**src/rtl/cdb_broadcaster.sv**
```systemverilog
// Result-tag broadcast bus driver: per-source FIFOs feeding a round-robin
// arbiter that puts at most one tag/value pair per cycle on registered outputs.
module cdb_broadcaster #(
  parameter int         NSRC       = 4,
  parameter int         FIFO_DEPTH = 2,
  parameter logic [3:0] IDLE_TAG   = 4'hF,
  localparam int        SW         = $clog2(NSRC)
) (
  input  logic                 clk,
  input  logic                 rst,
  input  logic [NSRC-1:0]      src_valid,
  output logic [NSRC-1:0]      src_ready,
  input  logic [NSRC-1:0][3:0] src_tag,
  input  logic [NSRC-1:0][7:0] src_val,
  output logic                 cdb_valid,
  output logic [3:0]           cdb_tag,
  output logic [7:0]           cdb_val,
  output logic [SW-1:0]        cdb_src,
  output logic                 err_idle_tag,
  output logic [15:0]          bcast_count
);

  localparam int PW = $clog2(FIFO_DEPTH);
  localparam int CW = $clog2(FIFO_DEPTH + 1);

  logic [3:0]    fifo_tag [NSRC][FIFO_DEPTH];
  logic [7:0]    fifo_val [NSRC][FIFO_DEPTH];
  logic [PW-1:0] rd_ptr   [NSRC];
  logic [PW-1:0] wr_ptr   [NSRC];
  logic [CW-1:0] cnt      [NSRC];
  logic [SW-1:0] rr_ptr;

  logic [NSRC-1:0] push;
  logic [NSRC-1:0] wr_en;
  logic [NSRC-1:0] pop;
  logic            have_win;
  logic [SW-1:0]   win;
  logic [3:0]      head_tag;
  logic [7:0]      head_val;

  // Readiness comes from the registered count only, so a full FIFO that pops
  // this cycle still refuses a new result.
  always_comb begin
    for (int i = 0; i < NSRC; i++) begin
      src_ready[i] = (cnt[i] < CW'(FIFO_DEPTH)) & ~rst;
      push[i]      = src_valid[i] & src_ready[i];
      wr_en[i]     = push[i] & (src_tag[i] != IDLE_TAG);
    end
  end

  always_comb begin
    int idx;
    idx      = 0;
    have_win = 1'b0;
    win      = '0;
    for (int k = 0; k < NSRC; k++) begin
      idx = (int'(rr_ptr) + k) % NSRC;
      if (!have_win && (cnt[idx] != '0)) begin
        have_win = 1'b1;
        win      = SW'(idx);
      end
    end
  end

  always_comb begin
    for (int i = 0; i < NSRC; i++) begin
      pop[i] = have_win && (win == SW'(i));
    end
  end

  assign head_tag = fifo_tag[win][rd_ptr[win]];
  assign head_val = fifo_val[win][rd_ptr[win]];

  always_ff @(posedge clk) begin
    for (int i = 0; i < NSRC; i++) begin
      if (wr_en[i]) begin
        fifo_tag[i][wr_ptr[i]] <= src_tag[i];
        fifo_val[i][wr_ptr[i]] <= src_val[i];
      end
    end
  end

  always_ff @(posedge clk) begin
    if (rst) begin
      for (int i = 0; i < NSRC; i++) begin
        rd_ptr[i] <= '0;
        wr_ptr[i] <= '0;
        cnt[i]    <= '0;
      end
      rr_ptr <= '0;
    end else begin
      for (int i = 0; i < NSRC; i++) begin
        if (wr_en[i]) wr_ptr[i] <= wr_ptr[i] + 1'b1;
        if (pop[i])   rd_ptr[i] <= rd_ptr[i] + 1'b1;
        cnt[i] <= cnt[i] + CW'(wr_en[i]) - CW'(pop[i]);
      end
      if (have_win) rr_ptr <= (win == SW'(NSRC - 1)) ? '0 : win + 1'b1;
    end
  end

  always_ff @(posedge clk) begin
    if (rst) begin
      cdb_valid    <= 1'b0;
      cdb_tag      <= IDLE_TAG;
      cdb_val      <= '0;
      cdb_src      <= '0;
      err_idle_tag <= 1'b0;
      bcast_count  <= '0;
    end else begin
      if (have_win) begin
        cdb_valid   <= 1'b1;
        cdb_tag     <= head_tag;
        cdb_val     <= head_val;
        cdb_src     <= win;
        bcast_count <= bcast_count + 16'd1;
      end else begin
        cdb_valid <= 1'b0;
        cdb_tag   <= IDLE_TAG;
        cdb_val   <= '0;
        cdb_src   <= '0;
      end
      if ((push & ~wr_en) != '0) err_idle_tag <= 1'b1;
    end
  end

endmodule

```
**config.mk**
```make
export PLATFORM = sky130hd
export DESIGN_NAME = cdb_broadcaster
export DESIGN_NICKNAME = d
export VERILOG_FILES = /design/src/rtl/cdb_broadcaster.sv
export SDC_FILE = /design/constraint.sdc
export NUM_CORES = 1
export LEC_CHECK = 0
export ABC_CLOCK_PERIOD_IN_PS = 5420
export BUFFER_PORTS_ARGS = -buffer_cell sky130_fd_sc_hd__buf_4
export CORE_MARGIN = 3
export CORE_UTILIZATION = 61
export DETAILED_ROUTE_END_ITERATION = 10
export PLACE_DENSITY_LB_ADDON = 0.05
export SLEW_MARGIN = 10
export SYNTH_ARGS = -nofsm -noshare
export SYNTH_HDL_FRONTEND = slang
export SYNTH_SLANG_ARGS = --single-unit
export TNS_END_PERCENT = 20
```
**constraint.sdc**
```tcl
create_clock -name clk -period 5.42 [get_ports clk]
set_input_delay 0.271 -clock clk [delete_from_list [all_inputs] [get_ports clk]]
set_output_delay 0.271 -clock clk [all_outputs]
set_load 0.005 [all_outputs]
```
==> results of run 1 <==
## power breakdown
| group | leakage [nW] | switching, mW | internal [mW] |
|---|---|---|---|
| clock network | 0.267 | 0.465 | 0.653 |
| registers | 1.32 | 0.123 | 1.38 |
| logic | 1.49 | 1.20 | 0.941 |
| total | 3.09 | 1.79 | 2.97 |
## sequential cells by signal, summed over array words and instances, names as in the netlist, named ones only
register      flops
bcast_count      16
cdb_src           2
cdb_tag           4
cdb_val           8
cdb_valid         1
cnt               8
err_idle_tag      1
fifo_tag         32
fifo_val         64
rd_ptr            4
rr_ptr            2
wr_ptr            4
## cell usage in the layout (no fill, tap or decap), types with 18 or more instances in the layout
cell / netlist / routed
buf_4: 2 / 97
nand2_1: 32 / 32
a221o_1: 18 / 18
a21oi_1: 24 / 24
mux4_2: 18 / 18
dlygate4sd3_1: 0 / 48
nor2_1: 40 / 40
edfxtp_1: 104 / 104
dfxtp_1: 44 / 44
nand3_1: 28 / 28
## worst min-delay path: stages
cell	delay (ns)
buf_4	0.09
nand2_1	0.04
o22ai_1	0.10
nor3_1	0.07
nor2_1	0.07
## logic make-up after synthesis
group                      after synthesis  synth area share (%)
AOI/OAI and AO/OA                       89                  10.1
xor gates and xnor gates                19                  2.61
adders and majority gates               10                  1.96
buffers and inverters                   42                  2.77
DFF                                    148                  62.8
muxes                                   20                  6.67
and+or+nand+nor                        165                  13.1
## worst max-delay path by stage
stage	to	slack, ns
2_1_floorplan	cnt[2][1]	2.12
3_3_place_gp	cnt[2][1]	1.75
3_5_place_dp	cnt[2][1]	1.67
4_1_cts	cnt[2][1]	1.60
5_1_grt	cnt[2][1]	1.31
6_report	cnt[0][1]	1.55
## cell type report
type / count / area (um^2) / area share, %
inverters: 13 / 48.8 / 0.596
flip-flops and latches: 148 / 4000 / 48.9
clock inverters: 13 / 133 / 1.62
repair buffers: 145 / 1210 / 14.8
well taps: 133 / 166 / 2.03
clock buffers: 19 / 422 / 5.15
diodes: 1 / 2.50 / 0.0306
multi-input cells: 303 / 2200 / 26.9
## repair_timing
action / 4_1_cts / 5_1_grt
hold buffers: 48 / 0
buffers inserted: 0 / 0
hold endpoints to repair: 96 / 0
## stage by stage
step,setup slack (ns),util (%),total power [mW]
6_report,1.55,82.2,4.76
5_1_grt,1.31,82.2,5.00
4_1_cts,1.60,82.1,4.69
3_5_place_dp,1.67,71.7,3.54
3_3_place_gp,1.75,71.7,3.48
2_1_floorplan,2.12,-,3.05
## routing by layer
layer  GRT usage (%)  part of all wire (%)
met5               0                     0
met4            12.4                   2.6
met3            7.76                   9.8
met2            51.8                    51
met1            40.0                    37
==> run summary, run 1 <==
vias in the first global route - 4843
power per cell area - 581 nW/um^2
clock root buffer - clkbuf_8
CP bufs+invs - 2
RSZ-0062 raised after global routing - false
synthesized flop and latch total - 148
worst hold endpoint - err_idle_tag
clk buf depth - 2
drt drc - 0
DRT iter0 DRCs - 506
DP HPWL - 9780 um
Mapped Area - 6370 um^2
Setup-failing EPs final - 0
largest net degree at the start of global routing - 41
R2R cell count - 14
Worst-path clk slew - 0.06 ns
final instance area - 8180 um^2
Die Footprint - 11700 um^2
most frequent cell after synthesis - edfxtp_1
area delta synth->final - 28.4%
DR vias/cell - 6.24
latest clock arrival within the worst-skew pair - 0.53 ns
total number of vias - 4835
Tcrit/Tclk final - 71.4%
CP delay by family, top - simple AND/OR/NAND/NOR gates
status - completed
placed cell count - 694
Yosys cell types - 46
Critical Path Start - cnt[1][0]
Die H - 108 um
Final min period - 3.87 ns
Max IR drop VDD - 0.425 mV
Synth area leader - edfxtp_1
CTS H-tree lvls - 4
initial antenna violation count - 1
Synth top area share - 49.0%
Initial Util - 64.0%
gr ovfl total - 0
Cell Area, Placed - 7140 um^2
Max-Cap Viols - 0
FP Rows - 36
Pre-antenna DRT Iters - 6
syn nets - 557
Worst slew margin - 16.2%
required time of the worst setup path - 5.89 ns
Layout Skew - 0.00783 ns
hold violation total from the final report - 0
FF-to-FF Start - cnt[1][0]
# IOs - 90
Port Buffer Count - 89
crit-path cells - or2_2, nor3b_1, or4_1, nand3_1, o21ai_1, buf_4, inv_1, ha_1, nand2_1, xnor2_1, ha_1, xor2_1, or3_1, a21oi_1
Wirelength per Cell - 22.2 um
CP Max Fanout - 26
core area - 9950 um^2
Worst Hold Path Cells - 5
Min-Delay Path Class - input port to flop
number of enable flip-flop cells after synthesis - 104
synth top area cells - edfxtp_1 (49%), dfxtp_1 (14%), mux4_2 (6.4%)
Syn. warnings - 0
FILL cells - 532
CTS tree - yes
Slew Viols, Final - 0
setup_tns - 0 ns
Slowest Stage Delay on Critical Path - 0.71 ns
r2r endpoint - cnt[0][1]
die width - 108 um
clock sink count - 148
leak pwr - 3.09 nW
CP dominant cell by count - ha_1
WP depth - 14
synth cell count leaders - edfxtp_1 (104), dfxtp_1 (44), nor2_1 (40)
first-pass GRT wire length - 26900 um
antenna-violating nets left - 0
Syn Inst Count - 493
Post-synth ARST share - 0%
WL final - 17200 um
HP Start - src_valid[2]
Seq/Total Area, Yosys - 62.8%
worst slew pin tran - 1.25 ns
Total GRT Usage - 31.3%
Mean Syn Cell Area - 12.9 um^2
Peak Freq - 259 MHz
hold_ws - 0.136 ns
startpoint types - flop
CTS resizes - 0
r2r setup slk - 1.55 ns
critical path's slowest cell - or4_1
share of layout cells above drive strength 1 - 23.4%
WS Path Type - flop to flop
Final Net Count - 692
TritonCTS Buffers - 17
Primary FF master, synth - edfxtp_1
crit path capture type - flop
gp weighted congestion - 0.889
fin cells - 775
arrival time worst endpoint - 4.34 ns
Note: power is estimated with default switching activity, not from simulation.
==> inputs of run 2 (changes only) <==
Settings changed: ABC_AREA set to 1, ABC_CLOCK_PERIOD_IN_PS 5420 to 4000, CORE_UTILIZATION 61 to 58.
Clock period 5.42 ns to 4 ns, I/O delays scaled along.
==> run summary, run 2 <==
DRT iter0 DRCs - 506
Syn. warnings - 0
FILL cells - 718
Worst-path clk slew - 0.06 ns
Tcrit/Tclk final - 78.3%
fin cells - 1032
total power - 7.78 mW
clock sink count - 148
Mapped Area - 6720 um^2
Final Net Count - 943
setup_tns - 0 ns
final instance area - 8570 um^2
CP Max Fanout - 28
share of layout cells above drive strength 1 - 15.7%
arrival time worst endpoint - 3.47 ns
CP bufs+invs - 3
gp weighted congestion - 0.818
FP Rows - 38
DR vias/cell - 5.47
Die Footprint - 12900 um^2
vias in the first global route - 5564
most common cell after layout, fill and taps aside - nand2_1
antenna cell count - 0
Post-CTS Setup Bufs - 0
Seq/Total Area, Yosys - 59.6%
core area - 11100 um^2
CP delay by family, top - simple AND/OR/NAND/NOR gates
Synth Area in Simple Gates - 27.2%
total number of vias - 5641
Max IR drop VDD - 1.10 mV
Wirelength per Cell - 16.5 um
latest clock arrival within the worst-skew pair - 0.41 ns
Synth Area in XOR/XNOR - 1.04%
multiplexer share of the synthesized area - 0%
Mean Syn Cell Area - 9.00 um^2
die width - 114 um
Max-Cap Viols - 0
placed cell count - 952
CP dominant cell by count - ha_1
CTS resizes - 0
first-pass GRT wire length - 26900 um
Final min period - 3.13 ns
Synth top area share - 46.5%
most frequent cells in the layout - nand2_1 (219), edfxtp_1 (104), buf_4 (96), inv_1 (93), nor2_1 (78)
Slowest Stage Delay on Critical Path - 0.52 ns
power per cell area - 908 nW/um^2
Pre-antenna DRT Iters - 5
DP HPWL - 11100 um
Compound-Gate Fraction of Synth Area - 2.38%
Min-Delay Path Class - input port to flop
WL final - 17000 um
RSZ-0062 raised after global routing - false
Cell Area, Placed - 7450 um^2
CTS H-tree lvls - 4
clk buf depth - 2
Post-synth ARST share - 0%
Total GRT Usage - 26.9%
syn nets - 810
end-of-flow core utilization - 77.3%
synth cell count leaders - nand2_1 (219), edfxtp_1 (104), inv_1 (93)
Port Buffer Count - 89
Synth area leader - edfxtp_1
leak pwr - 3.85 nW
initial antenna violation count - 0
required time of the worst setup path - 4.34 ns
Layout Skew - 0.00849 ns
fraction of the mapped netlist area in adder cells - 1.86%
status - completed
Die H - 114 um
synth top area cells - edfxtp_1 (46%), dfxtp_1 (13%), nand2_1 (12%)
largest net degree at the start of global routing - 54
max reg flops - 64
crit path capture type - flop
most frequent cell after synthesis - nand2_1
# IOs - 90
largest family of logic cells by synthesized area - simple AND/OR/NAND/NOR gates
CTS tree - yes
TritonCTS Buffers - 17
Syn Inst Count - 746
critical path's slowest cell - dfxtp_1
worst slew pin tran - 1.15 ns
antenna-violating nets left - 0
area of the multi-input gates - 2180 um^2
Worst slew margin - 23.1%
Slew Viols, Final - 0
clock root buffer - clkbuf_16
Yosys cell types - 29
WS Path Type - flop to flop
drt drc - 0
crit-path cells - nand2_2, nand2_1, nand3_2, nand2_2, nand4_1, nand3_1, nand2_1, inv_2, ha_1, inv_1, nor2_1, ha_1, inv_1, ha_1, xor2_1, o21ai_0, a21oi_1
Initial Util - 60.6%
Setup-failing EPs final - 0
startpoint types - flop
synthesized flop and latch total - 148
Peak Freq - 319 MHz
Register Area - 4000 um^2
Primary FF master, synth - edfxtp_1
number of enable flip-flop cells after synthesis - 104
area delta synth->final - 27.6%
hold violation total from the final report - 0
gr ovfl total - 0
-- run 2: cell types whose count changed after synthesis, moves of 32 or more --
cell     before  now
nor2_1       40   78
inv_1        13   93
nand3_1      28   63
nand4_1       9   41
nand2_1      32  219
-- run 2: cell families after synthesis --
group,after synthesis
AOI/OAI and AO/OA,30
DFF,148
and+or+nand+nor,422
buffers and inverters,128
adders and majority gates,10
xor gates and xnor gates,8
-- run 2: per-layer routing --
metal  GRT usage, %  part of all wire (%)
met5              0                     0
met4           13.3                   3.9
met3           5.04                   5.1
met2           47.2                    52
met1           31.5                    39
-- run 2: worst register-to-register path, delay by kind of cell (launching register included) --
kind,cells,cell delay [ns]
and+or+nand+nor,8,1.01
adders and majority gates,3,0.65
DFF,1,0.52
buffers and inverters,3,0.48
AOI/OAI and AO/OA,2,0.23
xor gates and xnor gates,1,0.18
-- run 2: area by class of cell --
cell class | instances | share of cell area (%)
inverters | 98 | 4.32
clock inverters | 7 | 0.920
flip-flops and latches | 148 | 46.7
clock buffers | 25 | 6.47
well taps | 140 | 2.04
multi-input cells | 470 | 25.5
repair buffers | 144 | 14.0
-- run 2: power breakdown --
part	leakage [nW]	internal [mW]	total, mW	switching [mW]
registers	1.32	1.88	1.99	0.110
clock network	0.309	1.04	1.65	0.615
logic	2.21	1.30	4.13	2.83
-- run 2: final timing paths --
| check | endpoint | depth (start not counted) | slack [ns] | start |
|---|---|---|---|---|
| worst min register to register | bcast_count[10] | 2 | 0.49 | bcast_count[10] |
| worst max-delay path | cnt[3][1] | 17 | 0.87 | rr_ptr[0] |
| worst max register to register | cnt[3][1] | 17 | 0.87 | rr_ptr[0] |
| worst min-delay path | cnt[3][0] | 2 | 0.14 | rst |
-- run 2: per-stage QoR --
stage	worst slack (ns)	hold WS (ns)
floorplan	1.25	0.299
global placement	0.938	0.385
detailed placement	0.873	0.389
finish	0.869	0.138
CTS	0.856	0.130
global route	0.486	0.131
-- run 2: what timing repair did --
| item | 4_1_cts | 5_1_grt |
|---|---|---|
| hold buffers | 48 | 0 |
| setup endpoints to repair | 0 | 0 |
| endpoints found under the hold margin | 96 | 0 |
==> inputs of run 3 (changes only) <==
Settings changed: ABC_CLOCK_PERIOD_IN_PS 4000 to 2900.
Clock period 4 ns to 2.9 ns, I/O delays scaled along.
==> run summary, run 3 (synthesized netlist as in run 2, its figures left out) <==
Post-CTS Setup Bufs - 0
required time of the worst setup path - 3.20 ns
Slew Viols, Final - 0
share of layout cells above drive strength 1 - 17.5%
Slowest Stage Delay on Critical Path - 0.36 ns
Die Footprint - 12900 um^2
CP Max Fanout - 5
FF-to-FF Start - cnt[0][1]
power per cell area - 1260 nW/um^2
DP HPWL - 11400 um
HP Start - rst
Worst Hold Path Cells - 2
CTS H-tree lvls - 4
Peak Freq - 371 MHz
Register Area - 4010 um^2
Final min period - 2.70 ns
Total GRT Usage - 27.4%
drt drc - 0
first-pass GRT wire length - 27400 um
CP dominant cell by count - nand2_1
critical path's slowest cell - dfxtp_1
latest clock arrival within the worst-skew pair - 0.42 ns
area delta synth->final - 29.0%
Worst-path clk slew - 0.06 ns
gp weighted congestion - 0.869
gr ovfl total - 0
arrival time worst endpoint - 3.00 ns
initial antenna violation count - 0
die width - 114 um
max reg flops - 64
Max IR drop VDD - 1.02 mV
Min-Delay Path Class - input port to flop
setup_tns - 0 ns
antenna-violating nets left - 0
Layout Skew - 0.00627 ns
Die H - 114 um
Max-Cap Viols - 0
most common cell after layout, fill and taps aside - nand2_1
core area - 11100 um^2
TritonCTS Buffers - 17
Final Net Count - 955
WS Path Type - flop to flop
crit-path cells - nor2_2, nand2_1, nand2_1, nand2_1, nand2_4, nand3_2, or2_0, nand2_1, buf_4, ha_1, inv_1, nor2_2, inv_1, nand2_1, nand2_1, ha_1, xnor2_1, xnor2_1, nor2_1
r2r endpoint - cnt[1][1]
Worst slew margin - 53.8%
CTS tree - yes
antenna cell count - 0
status - completed
WL final - 17000 um
FILL cells - 745
hold violation total from the final report - 0
largest net degree at the start of global routing - 51
end-of-flow core utilization - 78.2%
Setup-failing EPs final - 0
crit path capture type - flop
Wirelength per Cell - 16.3 um
Port Buffer Count - 89
Initial Util - 60.6%
vias in the first global route - 5686
total number of vias - 5686
R2R cell count - 19
DR vias/cell - 5.45
# IOs - 90
area of the multi-input gates - 2210 um^2
DRT iter0 DRCs - 468
clock sink count - 148
worst hold endpoint - cnt[2][1]
clock root buffer - clkbuf_16
startpoint types - flop
Tcrit/Tclk final - 92.9%
worst slew pin tran - 0.692 ns
leak pwr - 3.91 nW
Pre-antenna DRT Iters - 7
FP Rows - 38
r2r setup slk - 0.20 ns
most frequent cells in the layout - nand2_1 (218), buf_4 (108), edfxtp_1 (104), inv_1 (93), nor2_1 (75)
clk buf depth - 2
-- run 3: changes by cell type in the layout (fill, tap and decap cells not counted), moves of 3 or more --
cell	before	now
inv_6	3	0
nor2_1	78	75
clkinv_2	0	4
buf_4	96	108
-- run 3: worst max-delay path, delay by kind of cell, from the launching register on --
family	cells	cell delay [ns]
adders and majority gates	2	0.36
DFF	1	0.36
xor gates and xnor gates	2	0.30
and+or+nand+nor	12	1.25
buffers and inverters	3	0.30
-- run 3: layout make-up --
class                      count  share of cell area [%]
multi-input combinational    470                    25.5
clock buffer                  24                    5.93
timing repair buffer         156                    14.9
clock inverter                 8                    1.11
sequential                   148                    46.2
inverter                      98                    4.27
tap                          140                    2.02
-- run 3: repair_timing --
item	in CTS	in global routing
gates resized for setup	0	9
setup endpoints to repair	0	16
endpoints found under the hold margin	96	0
hold buffers	48	0
-- run 3: metal layers --
metal  vias to the layer above  track usage [%]  share of wire, %
met2                       215             48.3                52
met5                         -                0                 0
met3                        60             5.99               5.4
met1                      2673             31.7                39
li1                       2738                -                 -
met4                         0             12.7               3.9
-- run 3: stage by stage --
| step | cell area [um^2] | hold slack (ns) | total power [mW] | setup WS, ns | std cells |
|---|---|---|---|---|---|
| after floorplan | 6720 | 0.244 | 7.01 | 0.148 | 746 |
| after global placement | 7540 | 0.330 | 8.28 | 0.158 | 964 |
| after detailed placement | 7540 | 0.333 | 8.48 | 0.103 | 964 |
| after CTS | 8640 | 0.0648 | 10.8 | 0.0779 | 1044 |
| after global routing | 8670 | 0.0740 | 11.8 | -0.0164 | 1044 |
| final | 8670 | 0.0762 | 10.9 | 0.205 | 1044 |
-- run 3: worst max path at each step --
stage,startpoint,end,slack [ns],depth (start not counted)
floorplan,rr_ptr[0],cnt[3][1],0.15,20
global placement,rr_ptr[0],cnt[1][1],0.16,18
detailed placement,rr_ptr[0],cnt[1][1],0.10,18
CTS,rr_ptr[0],cnt[1][1],0.08,18
global route,rr_ptr[0],cnt[0][1],-0.02,19
finish,cnt[0][1],cnt[1][1],0.20,19
-- run 3: where the power goes --
part | total (mW) | internal, mW | leakage [nW] | switching [mW]
registers | 2.75 | 2.59 | 1.32 | 0.154
logic | 5.92 | 1.94 | 2.28 | 3.98
clock network | 2.22 | 1.41 | 0.300 | 0.806
total | 10.9 | 5.95 | 3.91 | 4.94
